## config.mk

```make
export PLATFORM = sky130hd
export DESIGN_NAME = axi_xbar_wrr_arb
export DESIGN_NICKNAME = d
export VERILOG_FILES = /design/src/rtl/axi_xbar_pkg.sv /design/src/rtl/axi_xbar_rr_pick.sv /design/src/rtl/axi_xbar_wrr_arb.sv
export SDC_FILE = /design/constraint.sdc
export NUM_CORES = 1
export LEC_CHECK = 0
export ABC_AREA = 1
export BUFFER_PORTS_ARGS = -buffer_cell sky130_fd_sc_hd__buf_2
export CORE_ASPECT_RATIO = 0.7
export CORE_UTILIZATION = 55
export CTS_CLUSTER_DIAMETER = 40
export CTS_CLUSTER_SIZE = 12
export DETAILED_ROUTE_END_ITERATION = 10
export PLACE_DENSITY = 0.88
export SKIP_CTS_REPAIR_TIMING = 1
export SLEW_MARGIN = 20
export SYNTH_ARGS = -nofsm -noshare
export SYNTH_HDL_FRONTEND = slang
export SYNTH_SLANG_ARGS = --single-unit
```

## constraint.sdc

```tcl
create_clock -name clk -period 6.3 [get_ports clk]
set_input_delay 0.63 -clock clk [delete_from_list [all_inputs] [get_ports clk]]
set_output_delay 0.63 -clock clk [all_outputs]
set_load 0.02 [all_outputs]
```

## src/rtl/axi_xbar_pkg.sv

```systemverilog
// Shared types and defaults for the AXI crossbar address-channel arbiters.
package axi_xbar_pkg;

  typedef enum logic {
    IDLE   = 1'b0,
    LOCKED = 1'b1
  } arb_state_t;

  localparam int STARVE_LIMIT_DEF = 64;

endpackage

```

## src/rtl/axi_xbar_rr_pick.sv

```systemverilog
// Cyclic first-set search starting at a pointer; returns winner index and found flag.
module axi_xbar_rr_pick #(
  parameter int NUM_REQ  = 5,
  parameter int IDX_BITS = $clog2(NUM_REQ)
) (
  input  logic [NUM_REQ-1:0]  i_reqs,
  input  logic [IDX_BITS-1:0] i_ptr,
  output logic [IDX_BITS-1:0] o_idx,
  output logic                o_found
);

  localparam logic [IDX_BITS:0] N_EXT = (IDX_BITS + 1)'(NUM_REQ);

  logic [2*NUM_REQ-1:0] w_dbl;
  logic [NUM_REQ-1:0]   w_rot;
  logic [IDX_BITS-1:0]  w_off;
  logic [IDX_BITS:0]    w_sum;

  // Rotating a doubled copy puts the request at i_ptr in bit 0.
  assign w_dbl = {i_reqs, i_reqs};
  assign w_rot = NUM_REQ'(w_dbl >> i_ptr);

  always_comb begin
    w_off   = '0;
    o_found = 1'b0;
    for (int k = NUM_REQ - 1; k >= 0; k--) begin
      if (w_rot[k]) begin
        w_off   = IDX_BITS'(k);
        o_found = 1'b1;
      end
    end
  end

  assign w_sum = {1'b0, i_ptr} + {1'b0, w_off};
  assign o_idx = (w_sum >= N_EXT) ? IDX_BITS'(w_sum - N_EXT) : w_sum[IDX_BITS-1:0];

endmodule

```

## src/rtl/axi_xbar_wrr_arb.sv

```systemverilog
// Weighted round-robin AW/AR arbiter with handshake-locked grant, optional
// strict-priority top requester and a starvation guard on that requester.
module axi_xbar_wrr_arb
  import axi_xbar_pkg::*;
#(
  parameter int NUM_REQ      = 5,
  parameter bit PRIO_EN      = 1'b1,
  parameter int WEIGHT_BITS  = 4,
  parameter int STARVE_LIMIT = STARVE_LIMIT_DEF,
  parameter int IDX_BITS     = $clog2(NUM_REQ)
) (
  input  logic                           clk,
  input  logic                           rst,
  input  logic [NUM_REQ-1:0]             reqs,
  input  logic [NUM_REQ*WEIGHT_BITS-1:0] weights,
  input  logic                           accept,
  output logic                           grant_valid,
  output logic [NUM_REQ-1:0]             grant_b,
  output logic [IDX_BITS-1:0]            grant_i,
  output logic                           starve_active
);

  localparam int                     CNT_BITS = $clog2(STARVE_LIMIT + 1);
  localparam logic [IDX_BITS-1:0]    PRIO_IDX = IDX_BITS'(NUM_REQ - 1);
  localparam logic [IDX_BITS-1:0]    LAST_RR  = IDX_BITS'(PRIO_EN ? NUM_REQ - 2 : NUM_REQ - 1);
  localparam logic [CNT_BITS-1:0]    CNT_LAST = CNT_BITS'(STARVE_LIMIT - 1);
  localparam logic [WEIGHT_BITS-1:0] ONE_W    = WEIGHT_BITS'(1);

  arb_state_t              r_state, w_state_next;
  logic [IDX_BITS-1:0]     r_rr_ptr, r_lock_idx;
  logic [WEIGHT_BITS-1:0]  r_credit;
  logic [CNT_BITS-1:0]     r_starve_cnt;
  logic                    r_starve_active;

  logic [WEIGHT_BITS-1:0]  w_eff_weight [NUM_REQ];
  logic [NUM_REQ-1:0]      w_prio_bit, w_rr_reqs;
  logic [IDX_BITS-1:0]     w_pick_idx, w_win_idx, w_grant_idx, w_next_ptr;
  logic                    w_pick_found, w_prio_win, w_win_found;
  logic                    w_grant_valid, w_acc, w_is_prio, w_any_rr;

  genvar gi;
  generate
    for (gi = 0; gi < NUM_REQ; gi++) begin : g_weight
      assign w_eff_weight[gi] = (weights[gi*WEIGHT_BITS +: WEIGHT_BITS] == '0)
                              ? ONE_W : weights[gi*WEIGHT_BITS +: WEIGHT_BITS];
    end
  endgenerate

  // The priority requester joins the rotation only while the guard is active.
  assign w_prio_bit = PRIO_EN ? (NUM_REQ'(1) << PRIO_IDX) : '0;
  assign w_rr_reqs  = r_starve_active ? reqs : (reqs & ~w_prio_bit);
  assign w_any_rr   = |(reqs & ~w_prio_bit);

  axi_xbar_rr_pick #(
    .NUM_REQ  (NUM_REQ),
    .IDX_BITS (IDX_BITS)
  ) u_pick (
    .i_reqs  (w_rr_reqs),
    .i_ptr   (r_rr_ptr),
    .o_idx   (w_pick_idx),
    .o_found (w_pick_found)
  );

  assign w_prio_win    = PRIO_EN && reqs[PRIO_IDX] && !r_starve_active;
  assign w_win_idx     = w_prio_win ? PRIO_IDX : w_pick_idx;
  assign w_win_found   = w_prio_win || w_pick_found;
  assign w_grant_idx   = (r_state == LOCKED) ? r_lock_idx : w_win_idx;
  assign w_grant_valid = !rst && ((r_state == LOCKED) || w_win_found);
  assign w_acc         = accept && w_grant_valid;
  assign w_is_prio     = PRIO_EN && (w_grant_idx == PRIO_IDX) && !r_starve_active;
  assign w_next_ptr    = (w_grant_idx >= LAST_RR) ? '0 : w_grant_idx + IDX_BITS'(1);

  always_ff @(posedge clk) begin
    if (rst) r_state <= IDLE;
    else     r_state <= w_state_next;
  end

  always_comb begin
    w_state_next = r_state;
    case (r_state)
      IDLE:    if (w_win_found && !accept) w_state_next = LOCKED;
      LOCKED:  if (accept) w_state_next = IDLE;
      default: w_state_next = IDLE;
    endcase
  end

  always_comb begin
    grant_valid = w_grant_valid;
    grant_i     = w_grant_valid ? w_grant_idx : '0;
    grant_b     = '0;
    if (w_grant_valid) grant_b[w_grant_idx] = 1'b1;
    starve_active = r_starve_active && !rst;
  end

  always_ff @(posedge clk) begin
    if (rst) begin
      r_rr_ptr        <= '0;
      r_credit        <= w_eff_weight[0];
      r_starve_cnt    <= '0;
      r_starve_active <= 1'b0;
      r_lock_idx      <= '0;
    end else begin
      if ((r_state == IDLE) && w_win_found && !accept) r_lock_idx <= w_win_idx;
      if (w_acc) begin
        if (w_is_prio) begin
          if (w_any_rr) begin
            if (r_starve_cnt == CNT_LAST) begin
              r_starve_active <= 1'b1;
              r_starve_cnt    <= '0;
            end else begin
              r_starve_cnt <= r_starve_cnt + CNT_BITS'(1);
            end
          end else begin
            r_starve_cnt <= '0;
          end
        end else begin
          r_starve_active <= 1'b0;
          // A winner other than rr_ptr starts its own burst; the pointer never hoards.
          if ((w_grant_idx == r_rr_ptr) && (r_credit > ONE_W)) begin
            r_credit <= r_credit - ONE_W;
          end else if ((w_grant_idx != r_rr_ptr) && (w_eff_weight[w_grant_idx] > ONE_W)) begin
            r_rr_ptr <= w_grant_idx;
            r_credit <= w_eff_weight[w_grant_idx] - ONE_W;
          end else begin
            r_rr_ptr <= w_next_ptr;
            r_credit <= w_eff_weight[w_next_ptr];
          end
        end
      end
    end
  end

  a_accept_needs_grant: assert property (@(posedge clk) disable iff (rst) accept |-> w_grant_valid);

endmodule

```

Word level (Yosys, flattened, before mapping)
Index checks and enable logic that the tools add are counted.
{"block": "totals", "reg_bits": 19, "inputBits": 28, "out_inout_bits": 10}
{"block": "op_classes", "eq_ne": 7, "shift": 1, "reduce_logical": 27, "n_mux": 44, "bitwise": 5, "n_lt_le_gt_ge": 8, "add_sub_neg": 6}
{"operator": "$mux W4", "n": 14}
{"operator": "$mux W3", "n": 11}
{"operator": "$bmux W4 S3", "n": 2}
{"operator": "$logic_not A4 Y1", "n": 5}
{"operator": "$mux W7", "n": 2}
{"operator": "$logic_and A1 B1 Y1", "n": 11}
{"operator": "$mux W1", "n": 11}
{"operator": "$mux W5", "n": 2}
{"operator": "$shr A10 B3 Y5", "n": 1}
{"operator": "$ge A4 B4 Y1 const B", "n": 2}
{"operator": "$gt A4 B1 Y1 const B", "n": 2}
{"operator": "$not A3 Y4", "n": 2}
{"operator": "$sub A4 B1 Y4 const B", "n": 2}
{"operator": "$add A7 B1 Y7 const B", "n": 1}
{"operator": "$eq A7 B6 Y1 const B", "n": 1}
{"operator": "$reduce_and A3 Y1", "n": 2}
{"operator": "$add A3 B3 Y4", "n": 1}
{"operator": "$ge A4 B3 Y1 const B", "n": 1}
{"operator": "$lt A3 B4 Y1 const B", "n": 1}
{"operator": "$ne A2 B1 Y1 const B", "n": 2}
{"operator": "$reduce_and A2 Y1", "n": 2}
{"operator": "$reduce_or A4 Y1", "n": 1}
{"operator": "$add A3 B1 Y3 const B", "n": 1}
{"operator": "$demux W1 S3", "n": 1}
{"operator": "12 further kinds", "n": 17}

Depth between registers and ports, before layout
{"block": "logic_depth", "depth_word": 23, "ltp_mapped": 38, "depth_no_buf": 35}

Cells and area by module
From an unflattened synthesis, not the netlist that was laid out.
{"block": "unflattened", "hier_cells": 392, "hier_area_um2": 2294.7}
{"mod": "axi_xbar_wrr_arb", "cells_per_inst": 307, "seq_area_each_um2": 420.4, "area_each_um2": 1849.3, "n_inst": 1}
{"mod": "axi_xbar_rr_pick", "cells_per_inst": 85, "seq_area_each_um2": 0.0, "area_each_um2": 445.4, "n_inst": 1}

Worst setup path after synthesis
Ideal clock, no wire load.
{"block": "synth_timing", "path_type": "input-to-reg", "startpoint": "input reqs[0]", "endpoint": "register r_credit[3] (data pin)", "cell_stages": 33, "setup_ps": 252, "arrival_time_ps": 4294, "path_buffers": 2, "slack_ps": 1754, "t_required_ps": 6048, "path_cell_list": "or2_0 o21ai_1 o21ai_1 a21oi_2 inv_1 a21oi_1 nor2_1 ha_1 fa_1 inv_1 ha_1 inv_1 nand2_1 nand3_1 nand2_1 nand2_1 nand3_2 nand2_1 nand2_2 buf_6 buf_6 nand3_1 nand2_1 nor2_2 inv_1 ha_1 or2_2 nand3_2 nand2_4 a21oi_1 nand2_1 nand2_1 nand2_1"}
{"block": "synth_between", "elab_chain_cells": 23, "word_cells_on_any_way": 35}
{"element": "start, declared", "line": "axi_xbar_wrr_arb.sv:14", "rtl": "input logic [NUM_REQ-1:0] reqs,"}
{"element": "$mux W5 (*)", "line": "axi_xbar_wrr_arb.sv:51", "rtl": "assign w_rr_reqs = r_starve_active ? reqs : (reqs & ~w_prio_bit);"}
{"element": "$shr A10 B3 Y5 (*)", "line": "axi_xbar_rr_pick.sv:21", "rtl": "assign w_rot = NUM_REQ'(w_dbl >> i_ptr);"}
{"element": "$mux W3 (4 in series)", "line": "axi_xbar_rr_pick.sv:27", "rtl": "if (w_rot[k]) begin"}
{"element": "$mux W3 (*)", "line": "axi_xbar_rr_pick.sv:27"}
{"element": "$add A3 B3 Y4 (*)", "line": "axi_xbar_rr_pick.sv:34", "rtl": "assign w_sum = {1'b0, i_ptr} + {1'b0, w_off};"}
{"element": "$ge A4 B3 Y1 / $sub A3 B3 Y3 (equally long branches)", "line": "axi_xbar_rr_pick.sv:35", "rtl": "assign o_idx = (w_sum >= N_EXT) ? IDX_BITS'(w_sum - N_EXT) : w_sum[IDX_BITS-1:0];"}
{"element": "$mux W3 (*)", "line": "axi_xbar_rr_pick.sv:35"}
{"element": "$mux W3 (*)", "line": "axi_xbar_wrr_arb.sv:65", "rtl": "assign w_win_idx = w_prio_win ? PRIO_IDX : w_pick_idx;"}
{"element": "[4 not listed]"}
{"element": "$bmux W4 S3 / $mux W4 (equally long branches)", "line": "axi_xbar_wrr_arb.sv:126, axi_xbar_wrr_arb.sv:121, axi_xbar_wrr_arb.sv:123"}
{"element": "$mux W4 (not written as such) / $gt A4 B1 Y1 (equally long branches)", "line": "axi_xbar_wrr_arb.sv:126, axi_xbar_wrr_arb.sv:121"}
{"element": "$mux W4 (not written as such) / $logic_and A1 B1 Y1 (equally long branches)", "line": "axi_xbar_wrr_arb.sv:126, axi_xbar_wrr_arb.sv:121"}
{"element": "$mux W4", "line": "axi_xbar_wrr_arb.sv:121", "rtl": "end else if ((w_grant_idx != r_rr_ptr) && (w_eff_weight[w_grant_idx] > ONE_W)) begin"}
{"element": "$mux W4 (*)", "line": "axi_xbar_wrr_arb.sv:119", "rtl": "if ((w_grant_idx == r_rr_ptr) && (r_credit > ONE_W)) begin"}
{"element": "$mux W4 (*)", "line": "axi_xbar_wrr_arb.sv:105", "rtl": "if (w_is_prio) begin"}
{"element": "$mux W4 (*)", "line": "axi_xbar_wrr_arb.sv:104", "rtl": "if (w_acc) begin"}
{"element": "$mux W4 (*)", "line": "axi_xbar_wrr_arb.sv:96", "rtl": "if (rst) begin"}
{"element": "end signal, assigned", "line": "axi_xbar_wrr_arb.sv:98", "rtl": "r_credit <= w_eff_weight[0];"}
{"element": "end signal, assigned", "line": "axi_xbar_wrr_arb.sv:120", "rtl": "r_credit <= r_credit - ONE_W;"}
{"element": "end signal, assigned", "line": "axi_xbar_wrr_arb.sv:123", "rtl": "r_credit <= w_eff_weight[w_grant_idx] - ONE_W;"}
{"element": "end, declared", "line": "axi_xbar_wrr_arb.sv:31", "rtl": "logic [WEIGHT_BITS-1:0] r_credit;"}
Mark *: on every way between the ends. The rest lies on a longest branch, timed or not. The select of a mux whose other input is x is not followed.
A chain may end at the register's enable or synchronous reset.

Final worst setup path
{"block": "layout_timing", "startpoint": "register r_rr_ptr[1]", "endpoint": "register r_credit[1] (data pin)"}
{"block": "layout_between", "elab_chain_cells": 22, "word_cells_on_any_way": 34}
{"element": "start, declared", "line": "axi_xbar_wrr_arb.sv:30", "rtl": "logic [IDX_BITS-1:0] r_rr_ptr, r_lock_idx;"}
{"element": "start signal, assigned", "line": "axi_xbar_wrr_arb.sv:122", "rtl": "r_rr_ptr <= w_grant_idx;"}
{"element": "start signal, assigned", "line": "axi_xbar_wrr_arb.sv:125", "rtl": "r_rr_ptr <= w_next_ptr;"}
{"element": "$shr A10 B3 Y5", "line": "axi_xbar_rr_pick.sv:21"}
{"element": "$mux W3 (5 in series)", "line": "axi_xbar_rr_pick.sv:27"}
{"element": "$add A3 B3 Y4", "line": "axi_xbar_rr_pick.sv:34"}
{"element": "$ge A4 B3 Y1 / $sub A3 B3 Y3 (equally long branches)", "line": "axi_xbar_rr_pick.sv:35"}
{"element": "$mux W3", "line": "axi_xbar_rr_pick.sv:35"}
{"element": "$mux W3", "line": "axi_xbar_wrr_arb.sv:65"}
{"element": "$mux W3", "line": "axi_xbar_wrr_arb.sv:67", "rtl": "assign w_grant_idx = (r_state == LOCKED) ? r_lock_idx : w_win_idx;"}
{"element": "$add A3 B1 Y3, or another cell as far along", "line": "axi_xbar_wrr_arb.sv:71", "rtl": "assign w_next_ptr = (w_grant_idx >= LAST_RR) ? '0 : w_grant_idx + IDX_BITS'(1);"}
{"element": "[2 not listed]"}
{"element": "$bmux W4 S3 / $mux W4 (equally long branches)", "line": "axi_xbar_wrr_arb.sv:126, axi_xbar_wrr_arb.sv:121, axi_xbar_wrr_arb.sv:123"}
{"element": "$mux W4 (not written as such) / $gt A4 B1 Y1 (equally long branches)", "line": "axi_xbar_wrr_arb.sv:126, axi_xbar_wrr_arb.sv:121"}
{"element": "$mux W4 (not written as such) / $logic_and A1 B1 Y1 (equally long branches)", "line": "axi_xbar_wrr_arb.sv:126, axi_xbar_wrr_arb.sv:121"}
{"element": "$mux W4", "line": "axi_xbar_wrr_arb.sv:121"}
{"element": "$mux W4 (*)", "line": "axi_xbar_wrr_arb.sv:119"}
{"element": "$mux W4 (*)", "line": "axi_xbar_wrr_arb.sv:105"}
{"element": "$mux W4 (*)", "line": "axi_xbar_wrr_arb.sv:104"}
{"element": "$mux W4 (*)", "line": "axi_xbar_wrr_arb.sv:96"}
Marked as above.

==> results.md <==
- Run status: completed
- Req. time, crit path: approximately 6300 ps
- Post-synthesis mux area share: 0%
- Synth top area cells: nand2_1, dfxtp_1, nand3_1
- Syn nets: 450
- Total Routing Usage GR: between 20 and 30%
- Tmin final: roughly 5100 ps
- Netlist Area Pre-Place: 2470 µm²
- M1 GR Usage: 42.2%
- Layout cells sized above 1: between 20 and 25%
- Netlist cell types: between 40 and 50
- Die width: about 82 µm
- Post-synthesis compound-gate area fraction: between 10% and 20%
- Clock root buffer: clkbuf_8
- Critical Path Start Type: flop
- Die area: approximately 4800 µm²
- H-tree depth: 1
- I/O pin cnt: 38
- Routed len/inst: 12.5 µm
- Cell mode on critical path: nand2_1
- Initial DRC Count: 227
- Post-Synth Simple-Gate Area: a little under 50%
- Clock transition at path regs: approximately 80 ps
- RSZ-0062 raised after global routing: false
- VDD IR max: 0.299 mV
- Worst skew pair latency: 260 ps
- Max Cap Viol: 0
- CTS tree: built
- Leak: roughly 0.0014 µW
- Global-route wire length before repair: between 10 and 15 mm
- Setup_tns: 0 ps
- Share of the synthesized area in the top cell type: between 15 and 20%
- Final worst slack: between 1000 and 1500 ps
- Crit path max-delay cell type: dfxtp_1
- Slew Limit Fails: 0
- Initial antenna violation count: 0
- Final setup vio count: 0
- Crit share post-route: between 80 and 90%
- CP endpoint kind: flop
- Met2 GRT Util: just over 40%
- Sink Count: 19
- GP Congestion: between 0.9 and 1
- Sequential area share after synthesis: 17.0%
- Hold crit path type: reg2reg
- Die height: 58.0 µm
- Final wirelength: around 6.1 mm
- Synth warnings: 0
- M3 GR Usage: ~6.9%
- Worst Max-Slew Pin Slew: 658 ps
- CP Class: reg2reg
- Syn_area_per_cell: a little over 6 µm²
- Reg2reg path depth: 31
- Main synth FF type: dfxtp_1
- Setup Skew: 4.52 ps
- Xor/xnor share of the synthesized area: 2.49%
- NumNets Final: 483
- Commonest cells in the netlist: nand2_1, inv_1, nand3_1
- Max Clock Freq: 0.197 GHz
- Hold depth: 2
- # DRC: 0
- Synth Area in Adders: roughly 7.4%
- Post-synth top area cell: nand2_1
- Synthesized flop and latch total: 19
- Port buffer count: 37
- Async set-reset flop share out of synthesis: 0%
- Ant. Diodes: 0
- Detail-routed via count per cell: ~5.5
- Max stage delay on crit path: between 500 and 600 ps
- Core Area: 4110 µm²
- Hold slack: ~450 ps
- Place WS: 1150 ps
- DP Area: ~2600 µm²
- DP Wirelength: 5.00 mm
- Worst path depth: 31
- Largest net degree at the start of global routing: 22
- P&R area growth vs syn: 8.98%
- Power per Cell Area: 512 nW/µm²
- CP Data Arrival Time: approximately 5100 ps
- Row count: 19
- Vias in the first global route: roughly 2300
- Max Fanout on Critical Path: 21
- Post-Layout Inst Area: 2690 µm²
- Endpoints failing hold: 0
- Via count: between 2000 and 3000
- Mapped Cells: about 410
- Routed Antenna Nets: 0
- Number of synthesized flops with an enable pin: 4
- Clock Path Buffers: 2
- CP top delay family: simple AND/OR/NAND/NOR gates
- First-pass DRT Iterations: 6
- TritonCTS Buffers: 3
- Largest family of logic cells by synthesized area: simple AND/OR/NAND/NOR gates
- Most frequent cell after synthesis: nand2_1
- Grt peak-use layer: met1
- Initial core utilization: between 50% and 60%
- CP bufs+invs: 4
- Rel. slew slack: a little under three fifths
- GRT overflow: 0
==> worst paths after layout <==
kind | from | end | slack, ps
hold reg to reg | r_starve_cnt[6] | r_starve_cnt[6] | 450
setup reg to reg | r_rr_ptr[1] | r_credit[1] | 1220
setup / recovery | r_rr_ptr[1] | r_credit[1] | 1220
hold / removal | r_starve_cnt[6] | r_starve_cnt[6] | 450
==> cells in the final DEF (no fill, tap or decap), drive strengths merged <==
cell type and instances:
fa 1, nor4 2, clkbuf 3, buf 37
a211oi 1, xnor2 2, clkinv 1, a21oi 17
ha 13, and3 1, o21bai 1, o211ai 1
nand3b 1, edfxtp 4, nor3 13, a31oi 3
o21ai 29, dfxtp 15, o31ai 1, or2 9
xor2 5, nand2 130, nand3 41, clkinvlp 1
nor2 45, nand4 7, inv 56
==> metrics by stage <==
step	utilization, %	power (µW)	std cells
floorplan	-	1080	408
global placement	64.2	1240	488
detailed placement	64.2	1270	488
CTS	65.3	1370	492
global route	65.3	1540	492
finish	65.3	1380	492
==> flip-flops by register name, indices dropped and copies added, names as in the netlist <==
| name | count |
|---|---|
| r_rr_ptr | 3 |
| r_starve_cnt | 7 |
| r_starve_active | 1 |
| r_state | 1 |
| r_lock_idx | 3 |
| r_credit | 4 |
==> final cells by class <==
cell class / instances / area (µm²)
Multi-Input combinational cell: 323 / 1750
Fill cell: 421 / 1430
Sequential cell: 19 / 420
Inverter: 57 / 219
Timing Repair Buffer: 37 / 185
Tap cell: 52 / 65.1
Clock buffer: 3 / 41.3
Clock inverter: 1 / 7.51
==> per-layer routing <==
| layer | part of all wire, % | wire length (µm) |
|---|---|---|
| met5 | 0 | 0 |
| met4 | 0.75 | 46 |
| met3 | 9.5 | 581 |
| met2 | 41 | 2530 |
| met1 | 49 | 2990 |
==> tightest hold or removal path: stages (launching register included) <==
cell,delay (ps)
dfxtp_1,310
nand2_1,60
a21oi_1,40
==> power by group <==
part | leakage (µW) | internal [µW] | switching (µW)
Combinational | 0.00122 | 362 | 728
Clock | 0.0000217 | 44.6 | 44.8
Sequential | 0.000162 | 161 | 35.8
Total | 0.00141 | 568 | 808
==> kinds of logic after synthesis <==
logic type / Yosys count
buffers and inverters: 66
AND/OR/NAND/NOR: 249
XOR/XNOR: 7
AO/OA/AOI/OAI: 53
flip-flops: 19
adder cells (fa/ha/maj): 14
No activity file was read; power rests on OpenSTA's default activity.
